<file path="src/rtl/window_invert_filter_pkg.sv">
// Shared definitions for window_invert_filter.
// Holds the mode encodings, pixel/window widths, the divide-by-9 reciprocal
// constant and two small helpers (pixel extraction and exact floor(sum/9)).
package window_invert_filter_pkg;

  localparam int unsigned PIXEL_W    = 8;
  localparam int unsigned WINDOW_W   = 72;
  localparam int unsigned ROW_SUM_W  = 10;  // 3 * 255 = 765
  localparam int unsigned SUM_W      = 12;  // 9 * 255 = 2295
  localparam int unsigned DIV9_MUL   = 7282;
  localparam int unsigned DIV9_SHIFT = 16;

  typedef enum logic [1:0] {
    MODE_PASS     = 2'd0,
    MODE_INV      = 2'd1,
    MODE_MEAN     = 2'd2,
    MODE_INV_MEAN = 2'd3
  } mode_e;

  typedef logic [PIXEL_W-1:0] pixel_t;

  // Pixel p[r][c] of a packed {row2,row1,row0} window.
  function automatic pixel_t pixel_at(logic [WINDOW_W-1:0] win, int unsigned r, int unsigned c);
    return win[r*24 + c*8 +: PIXEL_W];
  endfunction

  // floor(sum/9) via reciprocal multiply; exact over 0..2295 and the product fits 24 bits.
  function automatic pixel_t mean9(logic [SUM_W-1:0] sum);
    return pixel_t'((24'(sum) * 24'(DIV9_MUL)) >> DIV9_SHIFT);
  endfunction

endpackage

</file>
<file path="src/rtl/window_invert_filter_if.sv">
// Stream interface for window_invert_filter.
// Carries the input window stream (window, valid, mode; no backpressure)
// and the output pixel stream (pixel, valid, ready).
//   master: producer/consumer side (drives window stream and out_ready)
//   slave : filter side (drives out_pixel/out_valid)
interface window_invert_filter_if;
  import window_invert_filter_pkg::*;

  logic [WINDOW_W-1:0] in_window;
  logic                in_window_valid;
  mode_e               mode;
  pixel_t              out_pixel;
  logic                out_valid;
  logic                out_ready;

  modport master (
    output in_window, in_window_valid, mode, out_ready,
    input  out_pixel, out_valid
  );

  modport slave (
    input  in_window, in_window_valid, mode, out_ready,
    output out_pixel, out_valid
  );

endinterface

</file>
<file path="src/rtl/window_invert_filter_pixel_fifo.sv">
// pixel_fifo: first-word-fall-through output FIFO.
// Ports:
//   clk, rst   clock, synchronous active-low reset
//   wr_en      write request; accepted if not full or if a read happens same cycle
//   wr_data    data to store
//   rd_en      consumer ready; pops the head when the FIFO is non-empty
//   rd_data    head entry (0 when empty)
//   valid      FIFO non-empty
//   full       FIFO holds Depth entries
//   level      occupancy 0..Depth
module window_invert_filter_pixel_fifo #(
  parameter int unsigned Depth = 8,
  parameter int unsigned Width = 8
) (
  input  logic                     clk,
  input  logic                     rst,
  input  logic                     wr_en,
  input  logic [Width-1:0]         wr_data,
  input  logic                     rd_en,
  output logic [Width-1:0]         rd_data,
  output logic                     valid,
  output logic                     full,
  output logic [$clog2(Depth):0]   level
);

  localparam int unsigned PtrW = $clog2(Depth);

  logic [Width-1:0] mem_q [Depth];
  logic [PtrW-1:0]  wr_ptr_q, rd_ptr_q;
  logic [PtrW:0]    level_q;
  logic             empty, do_rd, do_wr;

  assign empty = (level_q == '0);
  assign full  = (level_q == (PtrW+1)'(Depth));
  // A read frees the slot this cycle, so a write into a full FIFO still lands.
  assign do_rd = rd_en & ~empty;
  assign do_wr = wr_en & (~full | do_rd);

  always_ff @(posedge clk) begin
    if (!rst) begin
      wr_ptr_q <= '0;
      rd_ptr_q <= '0;
      level_q  <= '0;
    end else begin
      if (do_wr) wr_ptr_q <= wr_ptr_q + 1'b1;
      if (do_rd) rd_ptr_q <= rd_ptr_q + 1'b1;
      unique case ({do_wr, do_rd})
        2'b10:   level_q <= level_q + 1'b1;
        2'b01:   level_q <= level_q - 1'b1;
        default: level_q <= level_q;
      endcase
    end
  end

  // Storage needs no reset; the head is masked while empty.
  always_ff @(posedge clk) begin
    if (do_wr) mem_q[wr_ptr_q] <= wr_data;
  end

  assign rd_data = empty ? '0 : mem_q[rd_ptr_q];
  assign valid   = ~empty;
  assign level   = level_q;

endmodule

</file>
<file path="src/rtl/window_invert_filter.sv">
// window_invert_filter: 3x3 window point/mean filter with optional inversion.
// A 3-stage pipeline (register inputs, row sums, total sum) feeds a FWFT
// output FIFO; results enter the FIFO on the 4th edge after acceptance.
// Ports:
//   clk, rst       clock, synchronous active-low reset
//   bus (slave)    in_window/in_window_valid/mode in, out_pixel/out_valid/out_ready
//   row_done       pulse when the last pixel of a row is written to the FIFO
//   frame_done     pulse when the last pixel of a frame is written
//   err_overflow   sticky: a result was dropped on a full FIFO
//   fifo_level     FIFO occupancy
module window_invert_filter
  import window_invert_filter_pkg::*;
#(
  parameter int unsigned ROW_PIXELS = 512,
  parameter int unsigned FRAME_ROWS = 512,
  parameter int unsigned FIFO_DEPTH = 8
) (
  input  logic                        clk,
  input  logic                        rst,
  window_invert_filter_if.slave       bus,
  output logic                        row_done,
  output logic                        frame_done,
  output logic                        err_overflow,
  output logic [$clog2(FIFO_DEPTH):0] fifo_level
);

  localparam int unsigned PixW = (ROW_PIXELS > 1) ? $clog2(ROW_PIXELS) : 1;
  localparam int unsigned RowW = (FRAME_ROWS > 1) ? $clog2(FRAME_ROWS) : 1;

  // Stage 1: registered inputs
  logic [WINDOW_W-1:0]  win_q;
  mode_e                mode1_q;
  logic                 v1_q;
  // Stage 2: row sums and centre
  logic [ROW_SUM_W-1:0] row_sum_d [3];
  logic [ROW_SUM_W-1:0] row_sum_q [3];
  pixel_t               centre2_q;
  mode_e                mode2_q;
  logic                 v2_q;
  // Stage 3: total and centre
  logic [SUM_W-1:0]     sum_d;
  logic [SUM_W-1:0]     sum3_q;
  pixel_t               centre3_q;
  mode_e                mode3_q;
  logic                 v3_q;

  pixel_t               mean, result;
  logic                 fifo_full, drop;
  logic [PixW-1:0]      pix_cnt_q;
  logic [RowW-1:0]      row_cnt_q;
  logic                 last_pix, last_row;
  logic                 row_done_q, frame_done_q, err_q;

  always_comb begin
    for (int unsigned r = 0; r < 3; r++) begin
      row_sum_d[r] = ROW_SUM_W'(pixel_at(win_q, r, 0)) + ROW_SUM_W'(pixel_at(win_q, r, 1))
                   + ROW_SUM_W'(pixel_at(win_q, r, 2));
    end
  end

  assign sum_d = SUM_W'(row_sum_q[0]) + SUM_W'(row_sum_q[1]) + SUM_W'(row_sum_q[2]);

  always_ff @(posedge clk) begin
    if (!rst) begin
      win_q     <= '0;
      mode1_q   <= MODE_PASS;
      v1_q      <= 1'b0;
      row_sum_q <= '{default: '0};
      centre2_q <= '0;
      mode2_q   <= MODE_PASS;
      v2_q      <= 1'b0;
      sum3_q    <= '0;
      centre3_q <= '0;
      mode3_q   <= MODE_PASS;
      v3_q      <= 1'b0;
    end else begin
      // Mode is captured alongside its window and travels down the pipe.
      win_q     <= bus.in_window;
      mode1_q   <= bus.mode;
      v1_q      <= bus.in_window_valid;
      row_sum_q <= row_sum_d;
      centre2_q <= pixel_at(win_q, 1, 1);
      mode2_q   <= mode1_q;
      v2_q      <= v1_q;
      sum3_q    <= sum_d;
      centre3_q <= centre2_q;
      mode3_q   <= mode2_q;
      v3_q      <= v2_q;
    end
  end

  // 255 - x equals ~x for 8-bit pixels.
  always_comb begin
    mean   = mean9(sum3_q);
    result = centre3_q;
    unique case (mode3_q)
      MODE_PASS:     result = centre3_q;
      MODE_INV:      result = ~centre3_q;
      MODE_MEAN:     result = mean;
      MODE_INV_MEAN: result = ~mean;
      default:       result = centre3_q;
    endcase
  end

  // Full FIFO implies out_valid, so ready alone decides whether a slot frees up.
  assign drop     = v3_q & fifo_full & ~bus.out_ready;
  assign last_pix = (pix_cnt_q == PixW'(ROW_PIXELS - 1));
  assign last_row = (row_cnt_q == RowW'(FRAME_ROWS - 1));

  // Counters track results leaving stage 3, including dropped ones.
  always_ff @(posedge clk) begin
    if (!rst) begin
      pix_cnt_q    <= '0;
      row_cnt_q    <= '0;
      row_done_q   <= 1'b0;
      frame_done_q <= 1'b0;
      err_q        <= 1'b0;
    end else begin
      row_done_q   <= v3_q & last_pix;
      frame_done_q <= v3_q & last_pix & last_row;
      err_q        <= err_q | drop;
      if (v3_q) begin
        if (last_pix) begin
          pix_cnt_q <= '0;
          row_cnt_q <= last_row ? '0 : row_cnt_q + 1'b1;
        end else begin
          pix_cnt_q <= pix_cnt_q + 1'b1;
        end
      end
    end
  end

  window_invert_filter_pixel_fifo #(
    .Depth (FIFO_DEPTH),
    .Width (PIXEL_W)
  ) u_pixel_fifo (
    .clk     (clk),
    .rst     (rst),
    .wr_en   (v3_q),
    .wr_data (result),
    .rd_en   (bus.out_ready),
    .rd_data (bus.out_pixel),
    .valid   (bus.out_valid),
    .full    (fifo_full),
    .level   (fifo_level)
  );

  assign row_done     = row_done_q;
  assign frame_done   = frame_done_q;
  assign err_overflow = err_q;

endmodule

</file>
<file path="src/flat_wrapper.sv">
// flat-port wrapper written by rule: the top's interface ports become plain ports
module window_invert_filter_flat import window_invert_filter_pkg::*;
#(
  parameter int unsigned ROW_PIXELS = 512,
  parameter int unsigned FRAME_ROWS = 512,
  parameter int unsigned FIFO_DEPTH = 8
)
  (clk, rst, row_done, frame_done, err_overflow, fifo_level, bus_in_window, bus_in_window_valid, bus_mode, bus_out_ready, bus_out_pixel, bus_out_valid);
  window_invert_filter_if bus_i ();
  input  logic clk;
  input  logic rst;
  output logic row_done;
  output logic frame_done;
  output logic err_overflow;
  output logic [$clog2(FIFO_DEPTH):0] fifo_level;
  input wire logic [$bits(bus_i.in_window)-1:0] bus_in_window;
  input wire logic [$bits(bus_i.in_window_valid)-1:0] bus_in_window_valid;
  input wire logic [$bits(bus_i.mode)-1:0] bus_mode;
  input wire logic [$bits(bus_i.out_ready)-1:0] bus_out_ready;
  output wire logic [$bits(bus_i.out_pixel)-1:0] bus_out_pixel;
  output wire logic [$bits(bus_i.out_valid)-1:0] bus_out_valid;
  assign bus_i.in_window = bus_in_window;
  assign bus_i.in_window_valid = bus_in_window_valid;
  assign bus_i.mode = bus_mode;
  assign bus_i.out_ready = bus_out_ready;
  assign bus_out_pixel = bus_i.out_pixel;
  assign bus_out_valid = bus_i.out_valid;
  window_invert_filter #(.ROW_PIXELS(ROW_PIXELS), .FRAME_ROWS(FRAME_ROWS), .FIFO_DEPTH(FIFO_DEPTH)) u_core (.clk(clk), .rst(rst), .bus(bus_i), .row_done(row_done), .frame_done(frame_done), .err_overflow(err_overflow), .fifo_level(fifo_level));
endmodule
</file>
<file path="config.mk">
export PLATFORM = sky130hd
export DESIGN_NAME = window_invert_filter_flat
export DESIGN_NICKNAME = d
export VERILOG_FILES = /design/src/rtl/window_invert_filter_pkg.sv /design/src/rtl/window_invert_filter_if.sv /design/src/rtl/window_invert_filter_pixel_fifo.sv /design/src/rtl/window_invert_filter.sv /design/src/flat_wrapper.sv
export SDC_FILE = /design/constraint.sdc
export NUM_CORES = 1
export LEC_CHECK = 0
export ABC_AREA = 1
export BUFFER_PORTS_ARGS = -buffer_cell sky130_fd_sc_hd__buf_2
export CAP_MARGIN = 20
export CORE_MARGIN = 2
export CORE_UTILIZATION = 50
export DETAILED_ROUTE_END_ITERATION = 16
export PLACE_DENSITY = 0.7
export SETUP_SLACK_MARGIN = 0.5
export SYNTH_ARGS = -nofsm -noshare
export SYNTH_HDL_FRONTEND = slang
export SYNTH_SLANG_ARGS = --single-unit
</file>
<file path="constraint.sdc">
create_clock -name clk -period 5.45 [get_ports clk]
set_input_delay 0.545 -clock clk [delete_from_list [all_inputs] [get_ports clk]]
set_output_delay 0.545 -clock clk [all_outputs]
set_load 0.03 [all_outputs]
</file>
Word level (Yosys, flattened, before mapping)
Memory sizes are Yosys's and may differ from the RTL's. A register that Yosys moved wholly into a read port is not among the register bits.
Cells that the tools add are included.
W data, S select, Z words.
{"block": "totals", "reg_bits": 170, "ramBits": 64, "input_bits": 78, "out_inout_bits": 16, "memories": 1}
{"block": "op_classes", "addsub": 14, "n_mul": 1, "n_eq_ne": 8, "mux": 9, "n_bitwise": 13, "reduce_logical": 4}
{"memory": "u_core.u_pixel_fifo.mem_q", "words": 8, "width": 8, "read_ports": 1, "rd_clocked_by_memory_dff": 1, "write_ports": 1, "line_no": "window_invert_filter_pixel_fifo.sv:28", "rtl": "logic [Width-1:0] mem_q [Depth];"}
{"cell": "$pmux W8 S4", "count": 1}
{"cell": "$add A10 B8 Y10", "count": 3}
{"cell": "$add A8 B8 Y9", "count": 3}
{"cell": "$mul A12 B12 Y23 const B", "count": 1}
{"cell": "$add A9 B1 Y9 const B", "count": 2}
{"cell": "$eq A9 B9 Y1 const B", "count": 2}
{"cell": "$mux W9", "count": 2}
{"cell": "$not A8 Y8", "count": 2}
{"cell": "$add A12 B10 Y12", "count": 1}
{"cell": "$add A10 B10 Y11", "count": 1}
{"cell": "$mux W8", "count": 1}
{"cell": "$pmux W4 S2", "count": 1}
{"cell": "$add A3 B1 Y3 const B", "count": 2}
{"cell": "$and A1 B1 Y1", "count": 6}
{"cell": "$eq A2 B2 Y1 const B", "count": 3}
{"cell": "$mux W3", "count": 2}
{"cell": "$add A4 B1 Y4 const B", "count": 1}
{"cell": "$eq A2 B1 Y1 const B", "count": 2}
{"cell": "$eq A4 B4 Y1 const B", "count": 1}
{"cell": "$logic_not A4 Y1", "count": 1}
{"cell": "$sub A4 B1 Y4 const B", "count": 1}
{"cell": "$not A1 Y1", "count": 3}
{"cell": "$logic_not A2 Y1", "count": 1}
{"cell": "$mux W1", "count": 2}
{"cell": "other kinds (3)", "count": 4}

Depth between registers and ports, before layout
{"block": "logic_depth", "word_depth": 7, "ltp_mapped": 23}

Cells and area by module
Synthesis repeated with hierarchy kept, for this count alone.
{"block": "unflattened", "cells_unflattened": 1420, "hier_area_um2": 12441.9}
{"module": "window_invert_filter", "instances": 1, "cells_each": 1126, "area_each_um2": 9228.9, "seq_area_each_um2": 3203.1}
{"module": "window_invert_filter_pixel_fifo", "instances": 1, "cells_each": 294, "area_each_um2": 3213.1, "seq_area_each_um2": 2182.1}

Worst setup path after synthesis
OpenSTA, ideal clock, no wires.
{"block": "synth_timing", "path_kind": "reg-to-reg", "start": "register u_core.sum3_q[3]", "end": "memory u_core.u_pixel_fifo.mem_q[0][3] (data pin)", "arrival_time_ps": 4148, "slack_ps": 984, "stages_incl_launch_ff": 23, "path_buffers": 0, "period_less_slack_ps": 4466, "path_cell_list": "dfxtp_1 -> inv_1 -> fa_1 -> inv_1 -> ha_1 -> inv_1 -> fa_1 -> inv_1 -> fa_1 -> inv_1 -> fa_1 -> inv_1 -> ha_1 -> nand2_1 -> inv_1 -> a21oi_1 -> nor2_1 -> nor2_1 -> nand2_1 -> nand2_1 -> nand2_1 -> nand3_1 -> nand4_1"}
{"block": "synth_via", "elab_chain_len": 3}
{"element": "start: declaration", "line_no": "window_invert_filter.sv:42", "rtl": "logic [SUM_W-1:0] sum3_q;"}
{"element": "start signal: assignment", "line_no": "window_invert_filter.sv:85", "rtl": "sum3_q <= sum_d;"}
{"element": "$mul A12 B12 Y23 *", "line_no": "window_invert_filter_pkg.sv:29", "rtl": "return pixel_t'((24'(sum) * 24'(DIV9_MUL)) >> DIV9_SHIFT);"}
{"element": "$not A8 Y8", "line_no": "window_invert_filter.sv:100", "rtl": "MODE_INV_MEAN: result = ~mean;"}
{"element": "$pmux W8 S4 *", "line_no": "window_invert_filter.sv:96", "rtl": "unique case (mode3_q)"}
{"element": "via u_core.result[3]", "line_no": "window_invert_filter.sv:47", "rtl": "pixel_t mean, result;"}
{"element": "end: declaration", "line_no": "window_invert_filter_pixel_fifo.sv:28"}
The timed path passes the listed nets; every way through them passes the cells marked *.

Final worst setup path
{"block": "layout_timing", "start": "register u_core.sum3_q[1]", "end": "memory u_core.u_pixel_fifo.mem_q[2][1] (data pin)"}
Same word-level chain as after synthesis.

==> metrics.txt <==
clock share of power=21.0%; Worst-path clk slew=0.06 ns; top cell type by total area after synthesis=dfxtp_1; Int Power=4.965 mW; drt drc=0; net count reported at finish=1912; number of max-slew violations in the final report=0; Max Fclk=213.4 MHz; crit-path cells=inv_1, fa_1, inv_1, ha_1, inv_1, fa_1, inv_1, fa_1, inv_1, fa_1, inv_1, ha_4, nand2_2, buf_4, buf_4, nor2_1, nand2_1, nand2_1, nand2_1, nand3_1, nand2_1, nand2_1, nand2_1; Tot GR Track Use=18.67%; CTS Sinks=237; Synth Area in XOR/XNOR=1.744%; first-pass GRT wire length=43370 um; instance count of the mapped netlist=1557; most frequent cells in the layout=nand2_1 (299), inv_1 (279), dfxtp_1 (170); # diodes=0; crit path max fanout=8; die area=27430 um^2; max cap viols=0; Unique masters post-synth=40; vias in the first global route=9499; Max IR drop VDD=533.4 uV; RD Place Congestion=0.8647; core area=25840 um^2; Num CTS Buffers=25; worst relative slew slack=34.68%; Clk Tree Root Cell=clkbuf_16; Yosys top cell area share=26.52%; H-tree depth=1; HP Class=in -> reg; total gr overflow=0; TritonCTS clock tree=done; flops & latches, synth=237; hold path cells=3; initial core utilization=50.55%; Final ANT Viol Nets=0; unrepaired setup endpoints after global routing=false; Vias per Instance=4.959; Post-DP HPWL=19380 um; Most used DFF post-synth=dfxtp_1; share of cells above drive strength 1=10.23%; TritonRoute pass-1 iters=8; adder-cell share of the synthesized area=19.62%; Clk Latency, worst-skew pair=0.54 ns; Synth Area in Compound Gates=11.02%; buffer depth of the longest clock path=3; final setup fails=0; post-synthesis cell area=13060 um^2; sequential power share=23.2%; initial antenna violation count=0; TNS Setup=0 ns; Area Overhead vs Synth=13.30%; Die W=165.6 um; Simple-Gate Fraction of Synth Area=17.24%; Area contributors post-synth=dfxtp_1 (27%), edfxtp_1 (15%), ha_1 (14%); final hold vios=0; routed wire length per instance=12.80 um; sw frac=43.91%; Tmin final=4.687 ns; Starting DRT DRC Count=529; crit start category=register; P_leak=7.789 nW; DRT Wirelength=25670 um; largest net degree at the start of global routing=81; Psw=3.887 mW; nature of the critical path endpoint=register; Core Rows=59; post-synth net total=1817; final period utilization=86.00%; Crit path largest cell delay=0.54 ns; combinational power share=55.7%; FF-to-FF path depth=23; Pwr Density=598.2 nW/um^2; Post-synth ARST share=0%; commonest non-fill, non-tap cell in the layout=nand2_1; mux contribution to synthesized area=0%; YS warnings=0; total number of vias=9948; Die Span Y=165.6 um; Slew @ Worst Pin=0.9762 ns; DP Cell Count=1957; # port buffers=93; critical path class=reg -> reg; Critical Path AT=4.91 ns; Post-synth EDFFs=64; share of the yosys chip area belonging to registers=41.23%; status=complete, no violations; I/O Pins=94; largest family of logic cells by synthesized area=adder cells; Clock Skew=0.01667 ns; Finished Layout Cells=2006; Worst Path Required=5.67 ns; Syn Area/Cell=8.388 um^2; slowest cell on the critical path=fa_1
cells in the mapped netlist (15+ instances only):
cell type / number
a21oi_1: 102
clkbuf_1: 22
dfxtp_1: 173
edfxtp_1: 64
fa_1: 38
ha_1: 144
inv_1: 278
nand2_1: 301
nand3_1: 75
nor2_1: 116
o21a_1: 15
o21ai_0: 86
final timing paths:
path	from	endpoint	slack [ns]
worst max-delay path	u_core.sum3_q[1]$_SDFF_PN0_	u_core.u_pixel_fifo.mem_q[2][1]$_DFFE_PP_	0.76
worst min-delay path	bus_in_window[7]	u_core.win_q[7]$_SDFF_PN0_	0.19
worst max register to register	u_core.sum3_q[1]$_SDFF_PN0_	u_core.u_pixel_fifo.mem_q[2][1]$_DFFE_PP_	0.76
worst min register to register	u_core.centre2_q[0]$_SDFF_PN0_	u_core.centre3_q[0]$_SDFF_PN0_	0.40
metrics by stage:
step | util (%) | hold slack (ns) | area (um^2) | power, mW | setup WS [ns]
floorplan | - | 0.3905 | 13060 | 5.588 | 0.9844
global placement | 53.53 | 0.3920 | 13830 | 6.623 | 0.7567
detailed placement | 53.53 | 0.3993 | 13830 | 6.693 | 0.6473
CTS | 57.08 | 0.1721 | 14750 | 8.588 | 0.6406
global route | 57.27 | 0.1670 | 14800 | 9.750 | 0.5133
finish | 57.27 | 0.1854 | 14800 | 8.852 | 0.7630
logic make-up (layout without fill, tap and decap cells):
logic type / Yosys count / after routing
and+or+nand+nor: 540 / 540
buffers and inverters: 313 / 427
AOI/OAI and AO/OA: 259 / 259
DFF: 237 / 237
adders and majority gates: 182 / 182
xor gates and xnor gates: 26 / 26
area by class of cell:
type / instances / area, um^2
sequential: 237 / 5389
inverter: 283 / 1062
multi-input combinational: 1007 / 6502
fill: 2301 / 11040
tap: 335 / 419.2
timing repair buffer: 98 / 505.5
clock inverter: 12 / 207.7
clock buffer: 34 / 710.7
power groups by stage:
stage / combinational, mW / clock (mW) / sequential, mW
6_report: 4.93 / 1.86 / 2.06
5_1_grt: 5.70 / 1.97 / 2.07
4_1_cts: 4.64 / 1.89 / 2.06
3_5_place_dp: 4.60 / 0 / 2.10
3_3_place_gp: 4.53 / 0 / 2.09
2_1_floorplan: 3.51 / 0 / 2.08
flip-flops by register name, summed over array words and instances (netlist names), 2 cells and up, named ones only:
signal and cells:
u_core.u_pixel_fifo.rd_ptr_q 3, u_core.u_pixel_fifo.mem_q 64, u_core.mode2_q 2, u_core.mode1_q 2, u_core.u_pixel_fifo.level 4, u_core.centre3_q 8
u_core.row_sum_q 30, u_core.u_pixel_fifo.wr_ptr_q 3, u_core.sum3_q 12, u_core.centre2_q 8, u_core.win_q 72, u_core.mode3_q 2
u_core.pix_cnt_q 9, u_core.row_cnt_q 9
worst max-delay path: cells and delay by family, from the launching register on:
| kind | cells | cell delay [ns] |
|---|---|---|
| AND/OR/NAND/NOR | 9 | 0.80 |
| adder cells (fa/ha/maj) | 6 | 2.61 |
| flip-flops | 1 | 0.34 |
| buffers and inverters | 8 | 0.62 |
repair_timing:
item                                    4_1_cts  5_1_grt
buffers inserted                              0        3
hold buffers                                  0        0
resized for setup                             0        8
endpoints found under the setup margin        0       40
layer usage:
layer / GRT usage [%] / up-vias / part of all wire [%]
met1: 23.99 / 4490 / 45
met3: 2.485 / 52 / 4.4
met4: 6.200 / 0 / 2.8
li1: - / 5230 / -
met5: 0 / - / 0
met2: 32.56 / 176 / 48
Note: power is estimated with default switching activity, not from simulation.
